--- src/rtl/capture_ctrl.sv ---
// capture_ctrl: sequencing for a triggered capture RAM.
// Fills the pre-trigger window and arms, waits for a trigger, records the
// post-trigger samples, then reads the whole ring back oldest-first.
// The readout is paced by the host transmitter.
module capture_ctrl #(
  parameter int ENTRIES = 384,
  parameter int LOG2    = 9
) (
  input  logic            clk,
  input  logic            rst,
  input  logic            run,
  input  logic [LOG2-1:0] trig_pos,
  input  logic            wrt_smpl,
  input  logic            triggered,
  input  logic            dump,
  input  logic            tx_rdy,
  output logic            we,
  output logic [LOG2-1:0] waddr,
  output logic [LOG2-1:0] raddr,
  output logic            send,
  output logic            armed,
  output logic            capture_done,
  output logic [LOG2-1:0] trig_addr,
  output logic            dump_done
);

  localparam logic [LOG2:0]   ENT  = (LOG2+1)'(ENTRIES);
  localparam logic [LOG2-1:0] LAST = LOG2'(ENTRIES - 1);

  typedef enum logic [2:0] {IDLE, PRE, ARMED, POST, DONE, DWAIT, DUMP} state_t;

  state_t          state;
  logic [LOG2:0]   smpl_cnt, post_cnt, rd_cnt;
  logic [LOG2-1:0] tpos;
  logic [LOG2-1:0] tpos_clamped, waddr_nxt, raddr_nxt, tstart;
  logic [LOG2:0]   pre_target;
  logic            capturing;

  // Write strobe passes straight through while the ring is being filled.
  // The other terms are ring-pointer increments and the clamped trig_pos.
  always_comb begin
    capturing    = (state == PRE) || (state == ARMED) || (state == POST);
    we           = capturing && wrt_smpl;
    waddr_nxt    = (waddr == LAST) ? '0 : waddr + 1'b1;
    raddr_nxt    = (raddr == LAST) ? '0 : raddr + 1'b1;
    tstart       = (trig_addr == LAST) ? '0 : trig_addr + 1'b1;
    pre_target   = ENT - {1'b0, tpos};
    tpos_clamped = trig_pos;
    if (trig_pos == '0)
      tpos_clamped = {{(LOG2-1){1'b0}}, 1'b1};
    else if ({1'b0, trig_pos} >= ENT)
      tpos_clamped = LAST;
  end

  // Capture/readout FSM with registered status and handshake outputs.
  // run restarts from any state except an active readout.
  always_ff @(posedge clk) begin
    if (rst) begin
      state        <= IDLE;
      waddr        <= '0;
      raddr        <= '0;
      trig_addr    <= '0;
      tpos         <= '0;
      smpl_cnt     <= '0;
      post_cnt     <= '0;
      rd_cnt       <= '0;
      armed        <= 1'b0;
      capture_done <= 1'b0;
      send         <= 1'b0;
      dump_done    <= 1'b0;
    end else begin
      send      <= 1'b0;
      dump_done <= 1'b0;
      if (run && state != DWAIT && state != DUMP) begin
        waddr        <= '0;
        smpl_cnt     <= '0;
        post_cnt     <= '0;
        armed        <= 1'b0;
        capture_done <= 1'b0;
        tpos         <= tpos_clamped;
        state        <= PRE;
      end else begin
        case (state)
          PRE: begin
            // triggers are not looked at until the pre-trigger window is full
            if (we) begin
              waddr    <= waddr_nxt;
              smpl_cnt <= smpl_cnt + 1'b1;
              if (smpl_cnt + 1'b1 == pre_target) begin
                armed <= 1'b1;
                state <= ARMED;
              end
            end
          end
          ARMED: begin
            // a sample written alongside the trigger belongs to the pre window
            if (we) waddr <= waddr_nxt;
            if (triggered) begin
              post_cnt <= '0;
              state    <= POST;
            end
          end
          POST: begin
            if (we) begin
              waddr    <= waddr_nxt;
              post_cnt <= post_cnt + 1'b1;
              if (post_cnt + 1'b1 == {1'b0, tpos}) begin
                trig_addr    <= waddr;
                capture_done <= 1'b1;
                armed        <= 1'b0;
                state        <= DONE;
              end
            end
          end
          DONE: begin
            // oldest sample sits just past the last post-trigger write
            if (dump) begin
              raddr        <= tstart;
              rd_cnt       <= '0;
              capture_done <= 1'b0;
              state        <= DWAIT;
            end
          end
          DWAIT: begin
            if (rd_cnt == ENT) begin
              dump_done <= 1'b1;
              state     <= IDLE;
            end else begin
              state <= DUMP;
            end
          end
          DUMP: begin
            if (tx_rdy) begin
              send   <= 1'b1;
              raddr  <= raddr_nxt;
              rd_cnt <= rd_cnt + 1'b1;
              state  <= DWAIT;
            end
          end
          default: ;
        endcase
      end
    end
  end

endmodule

--- config.mk ---
export PLATFORM = sky130hd
export DESIGN_NAME = capture_ctrl
export DESIGN_NICKNAME = d
export VERILOG_FILES = /design/src/rtl/capture_ctrl.sv
export SDC_FILE = /design/constraint.sdc
export NUM_CORES = 1
export LEC_CHECK = 0
export ABC_CLOCK_PERIOD_IN_PS = 5200
export CAP_MARGIN = 5
export CORE_MARGIN = 2
export CORE_UTILIZATION = 34
export CTS_CLUSTER_SIZE = 30
export DETAILED_ROUTE_END_ITERATION = 8
export GPL_TIMING_DRIVEN = 0
export MAX_ROUTING_LAYER = met4
export PLACE_DENSITY = 0.6
export SLEW_MARGIN = 20
export SYNTH_ARGS = -nofsm -noshare
export SYNTH_HDL_FRONTEND = slang
export SYNTH_SLANG_ARGS = --single-unit
--- constraint.sdc ---
create_clock -name clk -period 5.2 [get_ports clk]
set_input_delay 1.04 -clock clk [delete_from_list [all_inputs] [get_ports clk]]
set_output_delay 1.04 -clock clk [all_outputs]
set_load 0.01 [all_outputs]
Word level (Yosys, flattened, before mapping)
Cells that the tools add are included.
{ "op_classes": {"bitwise": 3, "muxes": 35, "addsub": 7, "magnitude_cmp": 1, "n_reduce_logical": 25, "eq_ne": 28} }
{ "ops": {"columns": ["operator", "n"], "rows": [
  ["9-bit 2-to-1 mux", 7],
  ["10-bit 2-to-1 mux", 4],
  ["10-bit one-hot mux with 2 select lines", 2],
  ["10-bit by 1-bit adder with 10-bit output, second input constant", 3],
  ["9-bit by 1-bit adder with 9-bit output, second input constant", 3],
  ["9-bit equality test, second input constant", 3],
  ["3-bit 2-to-1 mux", 8],
  ["3-bit one-hot mux with 6 select lines", 1],
  ["9-bit one-hot mux with 2 select lines", 1],
  ["8-bit AND reduction", 2],
  ["3-bit != test, second input constant", 4],
  ["4-bit AND reduction", 3],
  ["10-bit equality test", 1],
  ["10-bit by 9-bit equality test with 1-bit output", 1],
  ["10-bit by 9-bit equality test with 1-bit output, second input constant", 1],
  ["1-bit 2-to-1 mux", 10],
  ["2-bit != test, second input constant", 5],
  ["9-bit by 9-bit subtractor with 10-bit output, first input constant", 1],
  ["3-bit equality test, second input constant", 3],
  ["9-bit greater-or-equal comparator, second input constant", 1],
  ["9-bit zero test", 1],
  ["3-bit by 2-bit != test with 1-bit output, second input constant", 3],
  ["3-bit OR reduction", 3],
  ["2-bit nonzero test", 4],
  ["14 further kinds", 24]
]} }
{ "totals": {"inputBits": 16, "output_inout_bits": 32, "word_cells": 112, "regBits": 73} }

Longest topological paths before layout
Gate-level depths: netlist (run 1).
{ "logic_depth": {"word_depth": 7, "ltp_mapped": 10, "mapped_depth_nobuf": 9} }

Worst setup path before layout (run 1)
No wires, ideal clock.
{ "synth_timing": {"kind": "in2reg", "from": "input port wrt_smpl", "to": "register waddr[8]", "path_buffers": 0, "path_slack_ps": 2457, "arrival_time_ps": 2673, "stages": 7, "path_cell_list": "inv_1 a211oi_2 and3_1 and3_1 nand3_1 or3b_2 a21oi_1"} }
{ "synth_via": {"elab_chain_cells": 2} }
{ "synth_lines": {"columns": ["item", "line_no", "rtl"], "rows": [
  ["start, declared", "13", "input logic wrt_smpl,"],
  ["1-bit logical AND", "43", "we = capturing && wrt_smpl;"],
  ["net we", "17", "output logic we,"],
  ["2-bit AND reduction (no source line)", null, null],
  ["end signal, assigned", "87", "waddr <= waddr_nxt;"],
  ["end signal, assigned", "97", "if (we) waddr <= waddr_nxt;"],
  ["end signal, assigned", "105", "waddr <= waddr_nxt;"],
  ["end, declared", "18", "output logic [LOG2-1:0] waddr,"]
]} }
The timed path passes the listed nets, and every way through them passes these cells.
A chain may end at the register's enable or synchronous reset.

Worst setup path after layout (run 1)
{ "layout_timing": {"from": "input port wrt_smpl", "to": "output port we"} }
{ "layout_via": {"elab_chain_cells": 1} }
{ "layout_lines": {"columns": ["item", "line_no"], "rows": [
  ["1-bit logical AND", "43"],
  ["end, declared", "17"]
]} }
Every way passes these cells.

==> results of run 1 <==
worst min-delay path, stage by stage, from the launching register on:
cell and delay, ps:
dfxtp_1 330, nand2_1 60, o21ai_0 60
power breakdown:
group          internal [mW]  total, mW  switching (mW)
clock                  0.343      0.567           0.224
combinational         0.0564      0.121          0.0645
sequential             0.567      0.577          0.0104
path summary, 6_finish.rpt:
kind / start / end / slack [ps]
max: wrt_smpl / we / 1290
min: armed$_SDFFE_PP0P_ / armed$_SDFFE_PP0P_ / 490
min reg2reg: armed$_SDFFE_PP0P_ / armed$_SDFFE_PP0P_ / 490
max reg2reg: smpl_cnt[2]$_SDFFE_PP0P_ / state[0]$_SDFFE_PP0P_ / 2320
final cells by class:
type / instances / area [um2]
clock buffers: 12 / 256.5
flip-flops and latches: 73 / 1461
plain buffers: 26 / 108.9
well taps: 147 / 183.9
clock inverters: 2 / 15.01
multi-input cells: 404 / 2562
repair buffers: 46 / 460.4
inverters: 15 / 56.30
fillers: 1198 / 6907
kinds of logic (layout without fill, tap and decap cells):
logic type                 count (synthesis)  after routing  synth area share, %
AOI/OAI and AO/OA                         90             90                14.52
xor gates and xnor gates                  58             58                13.41
adders and majority gates                  8              8                2.390
buffers and inverters                     41            101                3.942
DFF                                       73             73                34.89
muxes                                     15             15                3.644
and+or+nand+nor                          233            233                27.21
flip-flops by register name, indices dropped and copies added (netlist names):
register / cells
state: 3
armed: 1
raddr: 9
rd_cnt: 10
tpos: 9
capture_done: 1
smpl_cnt: 10
waddr: 9
trig_addr: 9
post_cnt: 10
dump_done: 1
send: 1
cell usage in the layout (no fill, tap or decap), drive strengths merged, types with 3 or more instances in the layout:
master         instances
nand2b                 5
ha                     8
clkdlybuf4s50         46
nand4                 14
a211oi                13
a21oi                 21
nand2                 35
a22oi                  4
nor2                  89
clkbuf                33
nor4                   8
a31oi                  7
or4                    3
xnor2                 22
o22ai                  3
and3                  13
mux2i                 13
buf                    5
o21ai                 20
dfxtp                 73
xor2                  33
nor3                  12
or3                    8
nor3b                  3
and2                   5
inv                   14
nand3                 28
a311oi                 3
layer usage:
| layer | up-vias | GRT usage (%) |
|---|---|---|
| li1 | 1952 | - |
| met1 | 1803 | 21.67 |
| met2 | 83 | 26.24 |
| met3 | 9 | 3.110 |
| met4 | 0 | 7.149 |
| met5 | - | - |
==> results.toml, run 1 <==
[logic_synthesis]
synthesis.nets = 542
netlist_top_cells_count = "nor2_1, dfxtp_1, nand2_1"
synth_cells = 518
syn_avg_cell_area_um2 = 8.087
netlist.top_cell.by_area = "dfxtp_1"
synth_area_um2 = 4189
synth_area_leaders = "dfxtp_1, nor2_1, xor2_1"
synth_ff_type = "dfxtp_1"
yosysMostFrequentCell = "nor2_1"
synth_edf_count = 0
synth_top_area_share_pct = 34.89
ys_ff_latch = 73
yosysWarnings = 0
ys_seq_area_share_pct = 34.89
async_flop_share_pct = 0
synth.distinct_cells = 57

[clock_network]
cts_tree = "done"
cts_setup_buffers = 0
clock_sinks = 73
hold_buffers = 0
clk_pin_slew_ps = 60
root_buffer = "clkbuf_16"
cts_made_buffers = 9
htreeDepth = 3
clk_latency_ps = 340
max-clock-path-buffers = 2
ctsResizeCount = 0

[timing]
fin_tns_setup_ps = 0
slew_headroom_pct = 32.28
period_minus_slack_ps = 3911
hold_ws_ps = 489.9
setup_slack_ps = 1289
period_share_pct = 75.21
grt_setup_unrepaired = "false"
timing_hold_violations_final = 0
finClkSkew_ps = 7.432
fmax_mhz = 255.7
finalSetupViolCount = 0
slew_violations = 0
worst_pin_slew_ps = 1008

[power_and_ir_drop]
finalPower_mw = 1.266
power_density_nw_per_um2 = 247.9
max-vdd-ir-drop_mv = 0.1282
p_leak_nw = 1.870

[setup_path]
critPathCaptureType = "output port"
critical-path-max-stage-delay_ps = 660
start_kind = "primary input"
cpMostUsedCell = "clkdlybuf4s50_1"
path_class = "primary input to output port"
crit_family = "buffers and inverters"
crit_cells = 4
cp_slowest_cell = "clkdlybuf4s50_1"
critPathMaxFanout = 6
crit_chain = "clkdlybuf4s50_1 > inv_1 > a211oi_2 > clkdlybuf4s50_1"
path_buf_inv = 3
r2r_cells = 8
crit_arrival_ps = 2870
required_ps = 4160

[cells_and_area]
antenna_cells = 0
drive_gt1_share_pct = 5.709
area_growth_pct = 21.86
fin_nets = 599
fin_cells = 725
utilization_pct = 42.50
post-route-cell-area_um2 = 5105

[job]
maxCapViolCount = 0

[routing]
antenna_left = 0
wl_met2_um = 4808
wl_um = 10400
wl_met1_um = 5032
detail_route.iter0.violations = 250
highest_layer = "met4"
vias_per_cell = 5.306
wl_met3_um = 387
drt-pass1-iter-count = 4
vias = 3847
wl_per_cell_um = 14.34
drc_errors = 0

[hold_path]
hold_depth = 2
hold_path_class = "flop to flop"

[global_route]
overflow = 0
track_usage_pct = 16.92
antenna_found_initial = 0
grt_start_max_net_pins = 12
grt_pass1_vias = 3651
grt_first_pass_wirelength_um = 17360

[outcome]
status = "finished, final reports clean"

[die]
die_h_um = 115
start_util_pct = 34.88
core_um2 = 12010
ios = 48
die-area_um2 = 13230
num_rows = 40
die_x_um = 115

[placed_design]
place.gp.congestion = 0.9006
hpwl_um = 7843
placed_cells = 711
place_area_um2 = 4833
pre_cts_ws_ps = 1274
numPortBuffers = 46
Power figures use the tool's default switching activity.
==> inputs of run 2 (changes only) <==
ABC_CLOCK_PERIOD_IN_PS = 4000   (was 5200)
clock period = 4 ns   (was 5.2 ns; I/O delays follow)
==> results of run 2 <==
Same layout as run 1 (identical final DEF). Status: finished, final reports clean.
Main changes from that run: setup slack after placement 1274 ps -> 554.3 ps; setup slack after layout 1289 ps -> 569.1 ps; register-to-register setup slack 2320 ps -> 1120 ps; total power 1.266 mW -> 1.645 mW; worst IR drop on VDD 0.1282 mV -> 0.1667 mV
